**src/rtl/hazard_pkg.sv**
```systemverilog
// Shared types and codes for the pipeline hazard controller.
package hazard_pkg;

    // WDSel encoding for "write-back from data memory", i.e. a load.
    localparam logic [1:0] WDSEL_MEM_LOAD = 2'b01;

    // Load-use stall FSM.
    typedef enum logic [0:0] {
        StIdle,
        StLoadStall
    } state_e;

    // Per-cycle action, listed from highest to lowest priority.
    typedef enum logic [1:0] {
        ActBranch,  // MEM-stage redirect flushes younger stages
        ActFreeze,  // data memory not ready, hold everything before MEM_WB
        ActStall,   // load-use bubble into ID_EX
        ActNone     // normal advance
    } action_e;

endpackage

```
**src/rtl/hazard_match.sv**
```systemverilog
// Compares the ID-stage sources against one later stage's destination and flags
// a load-use dependence.
module hazard_match
    import hazard_pkg::*;
#(
    parameter int unsigned          REG_ADDR_W = 5,
    parameter int unsigned          WDSEL_W    = 2,
    parameter logic [WDSEL_W-1:0]   WDSEL_MEM  = WDSEL_W'(WDSEL_MEM_LOAD)
) (
    input  logic [REG_ADDR_W-1:0] rs1_i,
    input  logic [REG_ADDR_W-1:0] rs2_i,
    input  logic                  rs1_used_i,
    input  logic                  rs2_used_i,
    input  logic [REG_ADDR_W-1:0] rd_i,
    input  logic [WDSEL_W-1:0]    wdsel_i,
    output logic                  match_o
);

    // x0 never carries a dependence; only loads need a bubble.
    always_comb begin
        match_o = 1'b0;
        if (wdsel_i == WDSEL_MEM && rd_i != '0) begin
            match_o = (rs1_used_i && rs1_i == rd_i) || (rs2_used_i && rs2_i == rd_i);
        end
    end

endmodule

```
**src/rtl/hazard_ctrl.sv**
```systemverilog
// Hazard controller for the 5-stage core: load-use bubbles of configurable length,
// MEM-stage branch flushes and data-memory wait freezing with a sticky watchdog.
module hazard_ctrl
    import hazard_pkg::*;
#(
    parameter int unsigned          REG_ADDR_W   = 5,
    parameter int unsigned          WDSEL_W      = 2,
    parameter logic [WDSEL_W-1:0]   WDSEL_MEM    = WDSEL_W'(WDSEL_MEM_LOAD),
    parameter int unsigned          LOAD_LAT     = 1,
    parameter int unsigned          MEM_WAIT_MAX = 64
) (
    input  logic                  clk,
    input  logic                  rst,
    input  logic [REG_ADDR_W-1:0] IF_ID_rs1,
    input  logic [REG_ADDR_W-1:0] IF_ID_rs2,
    input  logic                  IF_ID_rs1_used,
    input  logic                  IF_ID_rs2_used,
    input  logic [REG_ADDR_W-1:0] ID_EX_rd,
    input  logic [WDSEL_W-1:0]    ID_EX_WDSel,
    input  logic [REG_ADDR_W-1:0] EX_MEM_rd,
    input  logic [WDSEL_W-1:0]    EX_MEM_WDSel,
    input  logic                  MEM_branch_taken,
    input  logic                  MEM_mem_req,
    input  logic                  MEM_mem_ready,
    output logic                  PC_we,
    output logic                  IF_ID_we,
    output logic                  ID_EX_we,
    output logic                  EX_MEM_we,
    output logic                  MEM_WB_we,
    output logic                  IF_ID_flush,
    output logic                  ID_EX_flush,
    output logic                  EX_MEM_flush,
    output logic                  MEM_WB_flush,
    output logic                  stall_active,
    output logic                  mem_timeout
);

    localparam int unsigned       CNT_W     = $clog2(LOAD_LAT + 1);
    localparam int unsigned       WAIT_W    = $clog2(MEM_WAIT_MAX + 1);
    localparam logic [CNT_W-1:0]  NEED_EX   = CNT_W'(LOAD_LAT);
    localparam logic [CNT_W-1:0]  NEED_MEM  = CNT_W'(LOAD_LAT - 1);
    localparam logic [WAIT_W-1:0] WAIT_MAX  = WAIT_W'(MEM_WAIT_MAX);

    state_e              state_q, state_d;
    logic [CNT_W-1:0]    cnt_q, cnt_d;
    logic [WAIT_W-1:0]   wait_q, wait_d;
    logic                timeout_q, timeout_d;
    logic                ex_match, mem_match;
    logic [CNT_W-1:0]    need;
    action_e             action;

    hazard_match #(
        .REG_ADDR_W (REG_ADDR_W),
        .WDSEL_W    (WDSEL_W),
        .WDSEL_MEM  (WDSEL_MEM)
    ) u_match_ex (
        .rs1_i      (IF_ID_rs1),
        .rs2_i      (IF_ID_rs2),
        .rs1_used_i (IF_ID_rs1_used),
        .rs2_used_i (IF_ID_rs2_used),
        .rd_i       (ID_EX_rd),
        .wdsel_i    (ID_EX_WDSel),
        .match_o    (ex_match)
    );

    hazard_match #(
        .REG_ADDR_W (REG_ADDR_W),
        .WDSEL_W    (WDSEL_W),
        .WDSEL_MEM  (WDSEL_MEM)
    ) u_match_mem (
        .rs1_i      (IF_ID_rs1),
        .rs2_i      (IF_ID_rs2),
        .rs1_used_i (IF_ID_rs1_used),
        .rs2_used_i (IF_ID_rs2_used),
        .rd_i       (EX_MEM_rd),
        .wdsel_i    (EX_MEM_WDSel),
        .match_o    (mem_match)
    );

    // Bubbles still owed: a load in MEM is one cycle closer than a load in EX.
    always_comb begin
        need = '0;
        if (ex_match) begin
            need = NEED_EX;
        end else if (LOAD_LAT >= 2 && mem_match) begin
            need = NEED_MEM;
        end
    end

    // Pick the single highest-priority action for this cycle.
    always_comb begin
        action = ActNone;
        if (rst) begin
            action = ActNone;
        end else if (MEM_branch_taken) begin
            action = ActBranch;
        end else if (MEM_mem_req && !MEM_mem_ready) begin
            action = ActFreeze;
        end else if (state_q == StLoadStall || need != '0) begin
            action = ActStall;
        end
    end

    // FSM next state and pipeline control outputs.
    always_comb begin
        state_d      = state_q;
        cnt_d        = cnt_q;
        PC_we        = 1'b1;
        IF_ID_we     = 1'b1;
        ID_EX_we     = 1'b1;
        EX_MEM_we    = 1'b1;
        MEM_WB_we    = 1'b1;
        IF_ID_flush  = 1'b0;
        ID_EX_flush  = 1'b0;
        EX_MEM_flush = 1'b0;
        MEM_WB_flush = 1'b0;
        stall_active = 1'b0;
        unique case (action)
            ActBranch: begin
                // Redirect wins over everything and aborts a pending load stall.
                IF_ID_flush  = 1'b1;
                ID_EX_flush  = 1'b1;
                EX_MEM_flush = 1'b1;
                state_d      = StIdle;
                cnt_d        = '0;
            end
            ActFreeze: begin
                // Only the access in MEM is outstanding; drain a bubble into WB.
                PC_we        = 1'b0;
                IF_ID_we     = 1'b0;
                ID_EX_we     = 1'b0;
                EX_MEM_we    = 1'b0;
                MEM_WB_flush = 1'b1;
                stall_active = 1'b1;
            end
            ActStall: begin
                PC_we        = 1'b0;
                IF_ID_we     = 1'b0;
                ID_EX_flush  = 1'b1;
                stall_active = 1'b1;
                if (state_q == StIdle) begin
                    if (need > CNT_W'(1)) begin
                        state_d = StLoadStall;
                        cnt_d   = need - CNT_W'(1);
                    end
                end else begin
                    // Inside a stall the remaining count alone decides; no re-check.
                    cnt_d = cnt_q - CNT_W'(1);
                    if (cnt_q == CNT_W'(1)) begin
                        state_d = StIdle;
                    end
                end
            end
            ActNone: begin
            end
            default: begin
            end
        endcase
    end

    // Saturating dmem wait counter and sticky watchdog; visible in the cycle it trips.
    always_comb begin
        wait_d    = '0;
        timeout_d = timeout_q;
        if (action == ActFreeze) begin
            wait_d = (wait_q == WAIT_MAX) ? wait_q : wait_q + WAIT_W'(1);
            if (wait_d == WAIT_MAX) begin
                timeout_d = 1'b1;
            end
        end
        mem_timeout = !rst && timeout_d;
    end

    // State registers with synchronous reset.
    always_ff @(posedge clk) begin
        if (rst) begin
            state_q   <= StIdle;
            cnt_q     <= '0;
            wait_q    <= '0;
            timeout_q <= 1'b0;
        end else begin
            state_q   <= state_d;
            cnt_q     <= cnt_d;
            wait_q    <= wait_d;
            timeout_q <= timeout_d;
        end
    end

endmodule

```
**config.mk**
```make
export PLATFORM = sky130hd
export DESIGN_NAME = hazard_ctrl
export DESIGN_NICKNAME = d
export VERILOG_FILES = /design/src/rtl/hazard_pkg.sv /design/src/rtl/hazard_match.sv /design/src/rtl/hazard_ctrl.sv
export SDC_FILE = /design/constraint.sdc
export NUM_CORES = 1
export LEC_CHECK = 0
export CAP_MARGIN = 30
export CORE_MARGIN = 2
export CORE_UTILIZATION = 42
export CTS_CLUSTER_SIZE = 16
export DETAILED_ROUTE_END_ITERATION = 6
export PLACE_DENSITY = 0.85
export RECOVER_POWER = 25
export SLEW_MARGIN = 20
export SYNTH_ARGS = -nofsm -noshare
export SYNTH_HDL_FRONTEND = slang
export SYNTH_SLANG_ARGS = --single-unit
export TNS_END_PERCENT = 100
```
**constraint.sdc**
```tcl
create_clock -name clk -period 4.95 [get_ports clk]
set_input_delay 1.2375 -clock clk [delete_from_list [all_inputs] [get_ports clk]]
set_output_delay 1.2375 -clock clk [all_outputs]
set_load 0.01 [all_outputs]
```
==> results of run 1 <==
-- cell usage in the layout, fill, tap and decap left out, types with 2 or more instances in the layout --
| master | Yosys | final |
|---|---|---|
| clkdlybuf4s50_1 | 0 | 32 |
| nor2_1 | 12 | 12 |
| dfxtp_1 | 10 | 10 |
| buf_4 | 5 | 9 |
| xor2_1 | 13 | 13 |
| inv_1 | 7 | 7 |
| nor4_1 | 2 | 2 |
| o21ai_0 | 3 | 2 |
| xnor2_1 | 3 | 3 |
| and3_2 | 2 | 2 |
| nor2b_1 | 2 | 2 |
| nand2b_1 | 2 | 2 |
| or2_2 | 2 | 2 |
| clkbuf_4 | 0 | 3 |
| nand3_1 | 4 | 4 |
| a31oi_1 | 4 | 3 |
| ha_1 | 4 | 4 |
| nor3b_1 | 3 | 3 |
| a21oi_1 | 4 | 4 |
| nor3_1 | 2 | 2 |
| a211oi_1 | 3 | 3 |
-- timing repair --
item                       CTS  global route
setup endpoints to repair    1             1
gates resized for setup      2             4
pin swaps                    0             1
gates cloned                 0             0
setup buffers                0             0
-- critical path, cell delays in order --
cell             delay (ps)
clkdlybuf4s50_1         470
xor2_1                  190
nor4_1                  290
and3_1                  230
a31oi_2                  50
o22a_1                  190
ha_1                    200
inv_1                    80
buf_4                   110
clkdlybuf4s50_1         530
-- power by group through the flow --
stage | clock network, uW | logic (uW) | registers (uW)
floorplan | 0 | 27.7 | 83.1
global placement | 0 | 64.6 | 83.9
detailed placement | 0 | 66.7 | 84.0
CTS | 74.5 | 67.1 | 82.1
global route | 78.5 | 72.2 | 82.3
finish | 72.8 | 67.3 | 82.1
-- layout make-up --
type                       count  area (um^2)  area share (%)
sequential                    10          200            16.4
tap                           25         31.3            2.56
timing repair buffer          42          393            32.2
clock buffer                   4         36.3            2.97
multi-input combinational     76          534            43.8
inverter                       7         26.3            2.15
-- registers in the layout (all words and copies together) (netlist names) --
signal     count
state_q        1
wait_q         7
cnt_q          1
timeout_q      1
-- per-layer routing --
| layer | part of all wire [%] | global-route usage (%) | vias to the layer above |
|---|---|---|---|
| met4 | 1.3 | 6.49 | 0 |
| li1 | - | - | 419 |
| met3 | 5.6 | 4.53 | 4 |
| met5 | 0 | 0 | - |
| met2 | 56 | 38.7 | 33 |
| met1 | 37 | 20.5 | 381 |
-- worst min path at each step --
stage,to
after floorplan,state_q$_SDFFE_PP0P_
after global placement,state_q$_SDFFE_PP0P_
after detailed placement,state_q$_SDFFE_PP0P_
after CTS,state_q$_SDFFE_PP0P_
after global routing,state_q$_SDFFE_PP0P_
final,state_q$_SDFFE_PP0P_
-- synth_stat cells --
library cell / instances
nor4_1: 2
buf_6: 1
conb_1: 1
o22a_1: 1
ha_1: 4
or4_4: 1
buf_4: 5
nor3_1: 2
nand2_1: 1
o211ai_2: 1
a21oi_1: 4
xor2_1: 13
dfxtp_1: 10
a31oi_1: 4
nand3_1: 4
nand2b_1: 2
or4_1: 1
a21oi_2: 1
a211oi_1: 3
nor2_1: 12
and3_1: 1
nor2b_1: 2
xnor2_1: 3
or2_2: 2
inv_1: 7
o21ai_0: 3
clkbuf_1: 1
nor3b_1: 3
and3_2: 2
nand3b_1: 1
o22ai_1: 1
nand4_2: 1
-- through the flow --
| stage | setup TNS, ps | setup slack [ps] | hold slack [ps] | instance area (um^2) | power (uW) |
|---|---|---|---|---|---|
| after floorplan | 0 | 656 | 482 | 803 | 111 |
| after global placement | -163 | -163 | 497 | 1180 | 149 |
| after detailed placement | -266 | -266 | 516 | 1180 | 151 |
| after CTS | 0 | 93.5 | 523 | 1210 | 224 |
| after global routing | -6.41 | -6.41 | 549 | 1220 | 233 |
| final | 0 | 134 | 525 | 1220 | 222 |
-- logic make-up after synthesis --
group,count (synthesis),share of synthesized area (%)
flip-flops,10,24.9
other,1,0.467
AND/OR/NAND/NOR,37,26.3
XOR/XNOR,16,17.4
AO/OA/AOI/OAI,18,14.8
buffers and inverters,14,9.81
adder cells (fa/ha/maj),4,6.23
==> impl_metrics.prom, run 1 <==
# TYPE chip_impl_metric gauge
chip_impl_metric{name="track_usage",unit="%"} 19.9
chip_impl_metric{name="fillCellCount",unit=""} 160
chip_impl_metric{name="overflow",unit=""} 0
chip_impl_metric{name="yosys_register_bits",unit=""} 10
chip_impl_info{name="post_synth_main_area_contributors",value="dfxtp_1 (25%), xor2_1 (14%), ha_1 (6.2%)"} 1
chip_impl_metric{name="fin_worst_skew",unit="ps"} 4.77
chip_impl_metric{name="yosysUniqueCellTypes",unit=""} 32
chip_impl_metric{name="tritoncts.num_buffers",unit=""} 3
chip_impl_metric{name="final_hold_viol_count",unit=""} 0
chip_impl_metric{name="hold_buffers",unit=""} 0
chip_impl_info{name="critical_path_sink",value="EX_MEM_we"} 1
chip_impl_metric{name="period_minus_slack",unit="ps"} 4820
chip_impl_metric{name="synthesized_cell_area",unit="um^2"} 803
chip_impl_metric{name="nNetsFinal",unit=""} 175
chip_impl_metric{name="grt_max_degree",unit=""} 10
chip_impl_metric{name="reported_leakage_power",unit="uW"} 0.000481
chip_impl_info{name="rsz0062_at_grt",value="yes"} 1
chip_impl_metric{name="detail_route.drc_violations",unit=""} 0
chip_impl_metric{name="min_delay_path_depth",unit=""} 1
chip_impl_metric{name="ir_worst_vdd",unit="V"} 0.0000954
chip_impl_info{name="result_of_the_run",value="finished, final reports clean"} 1
chip_impl_metric{name="critPathRequiredTime",unit="ps"} 3710
chip_impl_metric{name="initial_antenna_violation_count",unit=""} 0
chip_impl_metric{name="post-dp-hpwl",unit="mm"} 1.77
chip_impl_metric{name="fp.dieArea",unit="um^2"} 2280
chip_impl_metric{name="cp_data_arrival_time",unit="ps"} 3580
chip_impl_metric{name="place_inst",unit=""} 160
chip_impl_info{name="timing_worst_setup_path_type",value="input pin to primary output"} 1
chip_impl_metric{name="syn-instance-count",unit=""} 100
chip_impl_info{name="cp-start-kind",value="input pin"} 1
chip_impl_metric{name="synth_seq_area_share",unit="%"} 24.9
chip_impl_info{name="worst_r2r_startpoint",value="wait_q[0]$_SDFF_PP0_"} 1
chip_impl_metric{name="min_period_over_period",unit="%"} 97.3
chip_impl_metric{name="cts_max_level",unit=""} 1
chip_impl_metric{name="die_height",unit="um"} 47.7
chip_impl_metric{name="grt_pass1_wl",unit="mm"} 3.11
chip_impl_metric{name="clkSlewWorstSetupHoldPaths",unit="ps"} 60
chip_impl_metric{name="layout-drive-gt1-share",unit="%"} 17.3
chip_impl_metric{name="utilization",unit="%"} 69.2
chip_impl_metric{name="floorplan.initialDensity",unit="%"} 45.5
chip_impl_metric{name="die-width",unit="um"} 47.7
chip_impl_metric{name="iteration_count_of_the_initial_detailed_routing_pass",unit=""} 4
chip_impl_metric{name="cellInternalPower",unit="uW"} 168
chip_impl_info{name="worst_setup_path_end_kind",value="primary output"} 1
chip_impl_metric{name="maxCapViolations",unit=""} 0
chip_impl_info{name="tritoncts",value="done"} 1
chip_impl_metric{name="power.net_switching",unit="uW"} 54.7
chip_impl_metric{name="power.density",unit="nW/um^2"} 182
chip_impl_metric{name="first_global_vias",unit=""} 778
chip_impl_metric{name="port_buffers",unit=""} 33
chip_impl_info{name="hp-start",value="state_q$_SDFFE_PP0P_"} 1
chip_impl_info{name="setup.worst_path.start",value="ID_EX_rd[0]"} 1
chip_impl_metric{name="clock_power_share",unit="%"} 32.8
chip_impl_metric{name="io-pin-count",unit=""} 42
chip_impl_metric{name="core_area",unit="um^2"} 1760
chip_impl_metric{name="routedWlPerCell",unit="um"} 12.8
chip_impl_metric{name="syn-mean-instance-area",unit="um^2"} 8.03
chip_impl_info{name="cts_root_buf",value="clkbuf_4"} 1
chip_impl_info{name="synth_top_cell_by_area",value="dfxtp_1"} 1
chip_impl_metric{name="final_antenna_net_count",unit=""} 0
chip_impl_metric{name="clk-insertion-delay-late",unit="ps"} 270
chip_impl_metric{name="timing_max_transition_violations_final",unit=""} 0
chip_impl_metric{name="r2r_setup_slk",unit="ps"} 3100
chip_impl_metric{name="wirelength",unit="mm"} 2.10
chip_impl_metric{name="max_freq",unit="MHz"} 208
chip_impl_info{name="r2r-end",value="timeout_q$_SDFF_PP0_"} 1
chip_impl_metric{name="top_fanout_value_on_the_critical_path",unit=""} 3
chip_impl_metric{name="yosysWarnings",unit=""} 0
chip_impl_metric{name="n_antenna_cell",unit=""} 0
chip_impl_metric{name="combPwrFrac",unit="%"} 30.3
chip_impl_metric{name="place_congestion",unit=""} 0.820
chip_impl_metric{name="cts.sinks",unit=""} 10
chip_impl_metric{name="setup-violations-final",unit=""} 0
chip_impl_metric{name="worstRegToRegCells",unit=""} 6
chip_impl_metric{name="power_frac_seq",unit="%"} 36.9
chip_impl_metric{name="switching_share",unit="%"} 24.6
chip_impl_metric{name="mappedNetlistNets",unit=""} 135
chip_impl_metric{name="drt-vias-per-instance",unit=""} 5.10
chip_impl_metric{name="detailedRoute.firstIterationViolations",unit=""} 7
chip_impl_metric{name="synth_top_area_share",unit="%"} 24.9
chip_impl_metric{name="layout.cells.non_filler",unit=""} 164
chip_impl_metric{name="placement_rows",unit=""} 15
chip_impl_info{name="holdCritPathClass",value="flop to flop"} 1
chip_impl_metric{name="cts_max_path_buffers",unit=""} 2
chip_impl_metric{name="layout-area-overhead-vs-synth",unit="%"} 52.0
chip_impl_metric{name="dr_total_vias",unit=""} 837
Power figures use the tool's default switching activity.
==> inputs of run 2 (changes only) <==
CORE_UTILIZATION = 43   (was 42)
CTS_BUF_LIST = sky130_fd_sc_hd__clkbuf_4   (was not set)
PLACE_DENSITY = 0.86   (was 0.85)
==> run 2 against run 1 <==
Compared with the run above: critical path depth is 1 lower; cell count stayed put; combinational power about the same; global-route usage shrank 2.0 points; die area shrank 2.1%; sequential power about the same; first-iteration DRC count increased to 2.6 times the previous value; clock power fell by 23%; register-to-register slack better by 20 ps; count of clock-buffer cells in the layout down 1; largest cell class unchanged; largest power group unchanged.
==> impl_metrics.prom, run 2 (same netlist as run 1, synthesis figures left out) <==
# TYPE chip_impl_metric gauge
chip_impl_metric{name="first_global_vias",unit=""} 758
chip_impl_metric{name="timing_max_transition_violations_final",unit=""} 0
chip_impl_metric{name="power.density",unit="nW/um^2"} 168
chip_impl_info{name="setup.worst_path.start",value="ID_EX_rd[1]"} 1
chip_impl_metric{name="final_hold_viol_count",unit=""} 0
chip_impl_info{name="worst_r2r_startpoint",value="wait_q[0]$_SDFF_PP0_"} 1
chip_impl_metric{name="post-layout-total-power",unit="uW"} 205
chip_impl_info{name="layout_common_cells",value="clkdlybuf4s50_1 (32), xor2_1 (13), nor2_1 (12), dfxtp_1 (10), buf_4 (8)"} 1
chip_impl_info{name="worst_setup_path_end_kind",value="primary output"} 1
chip_impl_info{name="tritoncts",value="done"} 1
chip_impl_metric{name="track_usage",unit="%"} 17.9
chip_impl_metric{name="die_height",unit="um"} 47.2
chip_impl_metric{name="iteration_count_of_the_initial_detailed_routing_pass",unit=""} 4
chip_impl_metric{name="clkSlewWorstSetupHoldPaths",unit="ps"} 60
chip_impl_metric{name="final_antenna_net_count",unit=""} 0
chip_impl_info{name="crit_slowest_cell",value="clkdlybuf4s50_1"} 1
chip_impl_metric{name="place_congestion",unit=""} 0.847
chip_impl_metric{name="dr_total_vias",unit=""} 832
chip_impl_info{name="result_of_the_run",value="finished, final reports clean"} 1
chip_impl_metric{name="cp_data_arrival_time",unit="ps"} 3530
chip_impl_metric{name="port_buffers",unit=""} 33
chip_impl_metric{name="detail_route.drc_violations",unit=""} 0
chip_impl_metric{name="drt-vias-per-instance",unit=""} 5.07
chip_impl_metric{name="core_area",unit="um^2"} 1750
chip_impl_metric{name="n_antenna_cell",unit=""} 0
chip_impl_metric{name="floorplan.initialDensity",unit="%"} 46.0
chip_impl_metric{name="nNetsFinal",unit=""} 176
chip_impl_metric{name="hold_buffers",unit=""} 0
chip_impl_metric{name="max_freq",unit="MHz"} 210
chip_impl_metric{name="fillCellCount",unit=""} 145
chip_impl_metric{name="initial_antenna_violation_count",unit=""} 0
chip_impl_metric{name="ir_worst_vdd",unit="V"} 0.000105
chip_impl_metric{name="cts_post_setup_buffers_inserted",unit=""} 0
chip_impl_metric{name="seqCellArea",unit="um^2"} 200
chip_impl_metric{name="routedWlPerCell",unit="um"} 11.4
chip_impl_metric{name="tritoncts.num_buffers",unit=""} 3
chip_impl_metric{name="cts_max_path_buffers",unit=""} 2
chip_impl_info{name="timing_worst_setup_path_type",value="input pin to primary output"} 1
chip_impl_info{name="holdCritPathClass",value="flop to flop"} 1
chip_impl_metric{name="critPathRequiredTime",unit="ps"} 3710
chip_impl_metric{name="clk-insertion-delay-late",unit="ps"} 270
chip_impl_metric{name="grt_pass1_wl",unit="mm"} 2.79
chip_impl_metric{name="largest_register_ffs",unit=""} 7
chip_impl_info{name="rsz0062_at_grt",value="no"} 1
chip_impl_metric{name="placement_rows",unit=""} 15
chip_impl_metric{name="cpPeakStageDelay",unit="ps"} 520
chip_impl_metric{name="post-dp-hpwl",unit="mm"} 1.61
chip_impl_metric{name="multiInputGateArea",unit="um^2"} 537
chip_impl_metric{name="period_minus_slack",unit="ps"} 4770
chip_impl_info{name="path_common_cell",value="clkdlybuf4s50_1"} 1
chip_impl_metric{name="setup-violations-final",unit=""} 0
chip_impl_metric{name="fin_worst_skew",unit="ps"} 4.84
chip_impl_info{name="worstPathCellList",value="clkdlybuf4s50_1, clkbuf_1, xor2_1, nor4_2, a31oi_2, o22a_1, ha_1, inv_1, clkdlybuf4s50_1"} 1
chip_impl_metric{name="grt_max_degree",unit=""} 10
chip_impl_info{name="mostFrequentLayoutCell",value="clkdlybuf4s50_1"} 1
chip_impl_metric{name="maxCapViolations",unit=""} 0
chip_impl_metric{name="die-width",unit="um"} 47.2
chip_impl_metric{name="top_fanout_value_on_the_critical_path",unit=""} 3
chip_impl_metric{name="min_period_over_period",unit="%"} 96.4
chip_impl_info{name="hp-start",value="state_q$_SDFFE_PP0P_"} 1
chip_impl_metric{name="wirelength",unit="mm"} 1.86
chip_impl_metric{name="detailedRoute.firstIterationViolations",unit=""} 18
chip_impl_metric{name="layout-drive-gt1-share",unit="%"} 15.8
chip_impl_metric{name="cts.sinks",unit=""} 10
chip_impl_info{name="cts_root_buf",value="clkbuf_4"} 1
chip_impl_metric{name="overflow",unit=""} 0
chip_impl_metric{name="reported_leakage_power",unit="uW"} 0.000475
chip_impl_info{name="cp-start-kind",value="input pin"} 1
chip_impl_metric{name="layout-area-overhead-vs-synth",unit="%"} 51.7
chip_impl_metric{name="io-pin-count",unit=""} 42
chip_impl_info{name="largest_register",value="wait_q"} 1
chip_impl_metric{name="fp.dieArea",unit="um^2"} 2230
chip_impl_metric{name="utilization",unit="%"} 69.8
chip_impl_metric{name="cts_max_level",unit=""} 1
run 2: per-stage QoR:
stage          hold slack, ps  cells  setup TNS (ps)  instance area, um^2  setup WS [ps]
3_3_place_gp              496    161            -165                 1190           -165
5_1_grt                   540    164               0                 1220           14.8
6_report                  522    164               0                 1220            179
2_1_floorplan             482    100               0                  803            656
4_1_cts                   525    164               0                 1210            145
3_5_place_dp              516    161            -206                 1190           -206
run 2: worst paths after layout:
check | to | cells past startpoint | slack, ps
max | stall_active | 9 | 180
min | state_q$_SDFFE_PP0P_ | 1 | 520
max reg2reg | timeout_q$_SDFF_PP0_ | 6 | 3120
min reg2reg | state_q$_SDFFE_PP0P_ | 1 | 520
run 2: report_power, final:
group | internal (uW) | switching [uW]
logic | 42.3 | 24.7
clock network | 28.1 | 27.9
registers | 81.0 | 1.27
run 2: cell type report:
class / count / area share [%]
clock buffers: 3 / 1.85
well taps: 25 / 2.57
repair buffers: 43 / 33.0
flip-flops and latches: 10 / 16.4
inverters: 7 / 2.16
multi-input cells: 76 / 44.0
run 2: repair_timing:
item                                    in CTS  in global routing
pin swaps                                    0                  1
endpoints found under the setup margin       1                  1
hold endpoints to repair                     0                  0
gates resized for setup                      2                  3
run 2: metal layers:
metal  GRT usage, %  routed length, um  vias to the layer above  share of wire [%]
met3           2.69                111                        2                6.0
met4           12.2                 14                        0               0.75
met2           33.0               1050                       33                 56
met5              0                  0                        -                  0
met1           18.1                688                      375                 37
li1               -                  -                      422                  -
run 2: critical path: cells and delay by family:
kind                     cells  cell delay [ps]
adder cells (fa/ha/maj)      1              330
XOR/XNOR                     1              170
AO/OA/AOI/OAI                2              340
AND/OR/NAND/NOR              1              300
buffers and inverters        4             1140
==> inputs of run 3 (changes only) <==
SKIP_CTS_REPAIR_TIMING = 1   (was not set)
==> run 3 against run 2 <==
Compared with the run above: critical path depth unchanged; highest routed layer unchanged; fmax up 0.49%; sequential power about the same; power down 0.49%; design area down 0.82%; non-clock buffer count unchanged; via count down 0.96%; first-iteration DRC count unchanged; flip-flop and latch count unchanged.
==> impl_metrics.prom, run 3 (same netlist as run 1, synthesis figures left out) <==
# TYPE chip_impl_metric gauge
chip_impl_info{name="result_of_the_run",value="finished, final reports clean"} 1
chip_impl_metric{name="clkSlewWorstSetupHoldPaths",unit="ps"} 60
chip_impl_metric{name="post-dp-hpwl",unit="mm"} 1.61
chip_impl_metric{name="maxCapViolations",unit=""} 0
chip_impl_metric{name="timing_max_transition_violations_final",unit=""} 0
chip_impl_metric{name="power.density",unit="nW/um^2"} 169
chip_impl_metric{name="iteration_count_of_the_initial_detailed_routing_pass",unit=""} 4
chip_impl_metric{name="layout.cells.non_filler",unit=""} 164
chip_impl_metric{name="nNetsFinal",unit=""} 176
chip_impl_metric{name="min_period_over_period",unit="%"} 95.9
chip_impl_metric{name="cts_max_level",unit=""} 1
chip_impl_metric{name="grt_max_degree",unit=""} 10
chip_impl_metric{name="n_antenna_cell",unit=""} 0
chip_impl_metric{name="die_height",unit="um"} 47.2
chip_impl_metric{name="overflow",unit=""} 0
chip_impl_metric{name="cts.sinks",unit=""} 10
chip_impl_metric{name="wirelength",unit="mm"} 1.85
chip_impl_info{name="timing_worst_setup_path_type",value="input pin to primary output"} 1
chip_impl_metric{name="floorplan.initialDensity",unit="%"} 46.0
chip_impl_metric{name="grt.met3_usage",unit="%"} 2.69
chip_impl_metric{name="final_hold_viol_count",unit=""} 0
chip_impl_info{name="cts_root_buf",value="clkbuf_4"} 1
chip_impl_info{name="holdCritPathClass",value="flop to flop"} 1
chip_impl_metric{name="layout-drive-gt1-share",unit="%"} 14.4
chip_impl_metric{name="clk-insertion-delay-late",unit="ps"} 270
chip_impl_info{name="worst_setup_path_end_kind",value="primary output"} 1
chip_impl_metric{name="ir_worst_vdd",unit="V"} 0.000106
chip_impl_metric{name="place_inst",unit=""} 161
chip_impl_metric{name="track_usage",unit="%"} 17.9
chip_impl_info{name="largest_register",value="wait_q"} 1
chip_impl_metric{name="top_fanout_value_on_the_critical_path",unit=""} 3
chip_impl_metric{name="drt-vias-per-instance",unit=""} 5.02
chip_impl_metric{name="largest_register_ffs",unit=""} 7
chip_impl_info{name="setup.worst_path.start",value="ID_EX_rd[4]"} 1
chip_impl_metric{name="port_buffers",unit=""} 33
chip_impl_metric{name="placement_rows",unit=""} 15
chip_impl_metric{name="initial_antenna_violation_count",unit=""} 0
chip_impl_metric{name="die-width",unit="um"} 47.2
chip_impl_info{name="tritoncts",value="done"} 1
chip_impl_metric{name="period_minus_slack",unit="ps"} 4750
chip_impl_metric{name="routedWlPerCell",unit="um"} 11.3
chip_impl_metric{name="tritoncts.num_buffers",unit=""} 3
chip_impl_metric{name="multiInputGateArea",unit="um^2"} 524
chip_impl_metric{name="fillCellCount",unit=""} 147
chip_impl_metric{name="place_congestion",unit=""} 0.847
chip_impl_metric{name="grt.met2_usage",unit="%"} 33.0
chip_impl_metric{name="reported_leakage_power",unit="uW"} 0.000491
chip_impl_metric{name="detailedRoute.firstIterationViolations",unit=""} 18
chip_impl_metric{name="grt_pass1_wl",unit="mm"} 2.79
chip_impl_metric{name="io-pin-count",unit=""} 42
chip_impl_metric{name="seqCellArea",unit="um^2"} 200
chip_impl_info{name="hp-start",value="state_q$_SDFFE_PP0P_"} 1
chip_impl_metric{name="max_freq",unit="MHz"} 211
chip_impl_info{name="cp-start-kind",value="input pin"} 1
chip_impl_metric{name="grt_util_met1",unit="%"} 18.1
chip_impl_metric{name="fin_worst_skew",unit="ps"} 5.43
chip_impl_info{name="worst_r2r_startpoint",value="wait_q[0]$_SDFF_PP0_"} 1
chip_impl_metric{name="utilization",unit="%"} 69.2
chip_impl_metric{name="first_global_vias",unit=""} 758
chip_impl_info{name="rsz0062_at_grt",value="no"} 1
chip_impl_metric{name="worst_hold_slack",unit="ps"} 522
chip_impl_metric{name="fp.dieArea",unit="um^2"} 2230
chip_impl_metric{name="layout-area-overhead-vs-synth",unit="%"} 50.5
chip_impl_metric{name="critPathRequiredTime",unit="ps"} 3710
chip_impl_metric{name="setup-violations-final",unit=""} 0
chip_impl_metric{name="detail_route.drc_violations",unit=""} 0
chip_impl_metric{name="final_antenna_net_count",unit=""} 0
chip_impl_metric{name="cts_max_path_buffers",unit=""} 2
chip_impl_info{name="layout_common_cells",value="clkdlybuf4s50_1 (32), xor2_1 (13), nor2_1 (12), dfxtp_1 (10), buf_4 (8)"} 1
chip_impl_metric{name="core_area",unit="um^2"} 1750
chip_impl_info{name="grt_busiest_layer",value="met2"} 1
chip_impl_metric{name="cp_data_arrival_time",unit="ps"} 3510
chip_impl_info{name="mostFrequentLayoutCell",value="clkdlybuf4s50_1"} 1
chip_impl_metric{name="dr_total_vias",unit=""} 824
[run 3: cell types whose count changed in the layout (fill, tap and decap cells not counted)]
cell,delta
a31oi_1,+1
nor4_2,-1
dlymetal6s2s_1,+1
clkdlybuf4s15_1,-1
nor4_1,+1
a31oi_2,-1
[run 3: critical path, stage by stage]
cell and delay (ps):
clkdlybuf4s50_1 450, buf_4 160, xor2_1 160, nor4_1 230
a31oi_1 150, o22a_1 200, ha_1 330, inv_1 60
clkdlybuf4s50_1 520
[run 3: final cells by class]
class,instances,area share [%]
well taps,25,2.59
flip-flops and latches,10,16.6
repair buffers,43,33.4
clock buffers,3,1.86
inverters,7,2.17
multi-input cells,76,43.4
[run 3: final timing paths]
kind                            cells past startpoint                    to  slack, ps
worst min-delay path                                1  state_q$_SDFFE_PP0P_        520
worst min register to register                      1  state_q$_SDFFE_PP0P_        520
worst max-delay path                                9          stall_active        200
worst max register to register                      6  timeout_q$_SDFF_PP0_       3110
[run 3: where the power goes]
group          internal [uW]  total, uW  switching (uW)
Sequential              81.0       82.2            1.29
Clock                   28.1       56.3            28.2
Combinational           42.0       65.7            23.8
[run 3: routing by layer]
metal	part of all wire (%)	vias up
li1	-	421
met1	37	369
met2	56	32
met3	5.9	2
met4	0.76	0
met5	0	-
[run 3: stage by stage]
step | worst slack (ps) | total power, uW | TNS, ps | cell area [um^2]
2_1_floorplan | 656 | 111 | 0 | 803
3_3_place_gp | -165 | 149 | -165 | 1190
3_5_place_dp | -206 | 151 | -206 | 1190
4_1_cts | -206 | 207 | -206 | 1210
5_1_grt | 29.5 | 215 | 0 | 1210
6_report | 202 | 204 | 0 | 1210
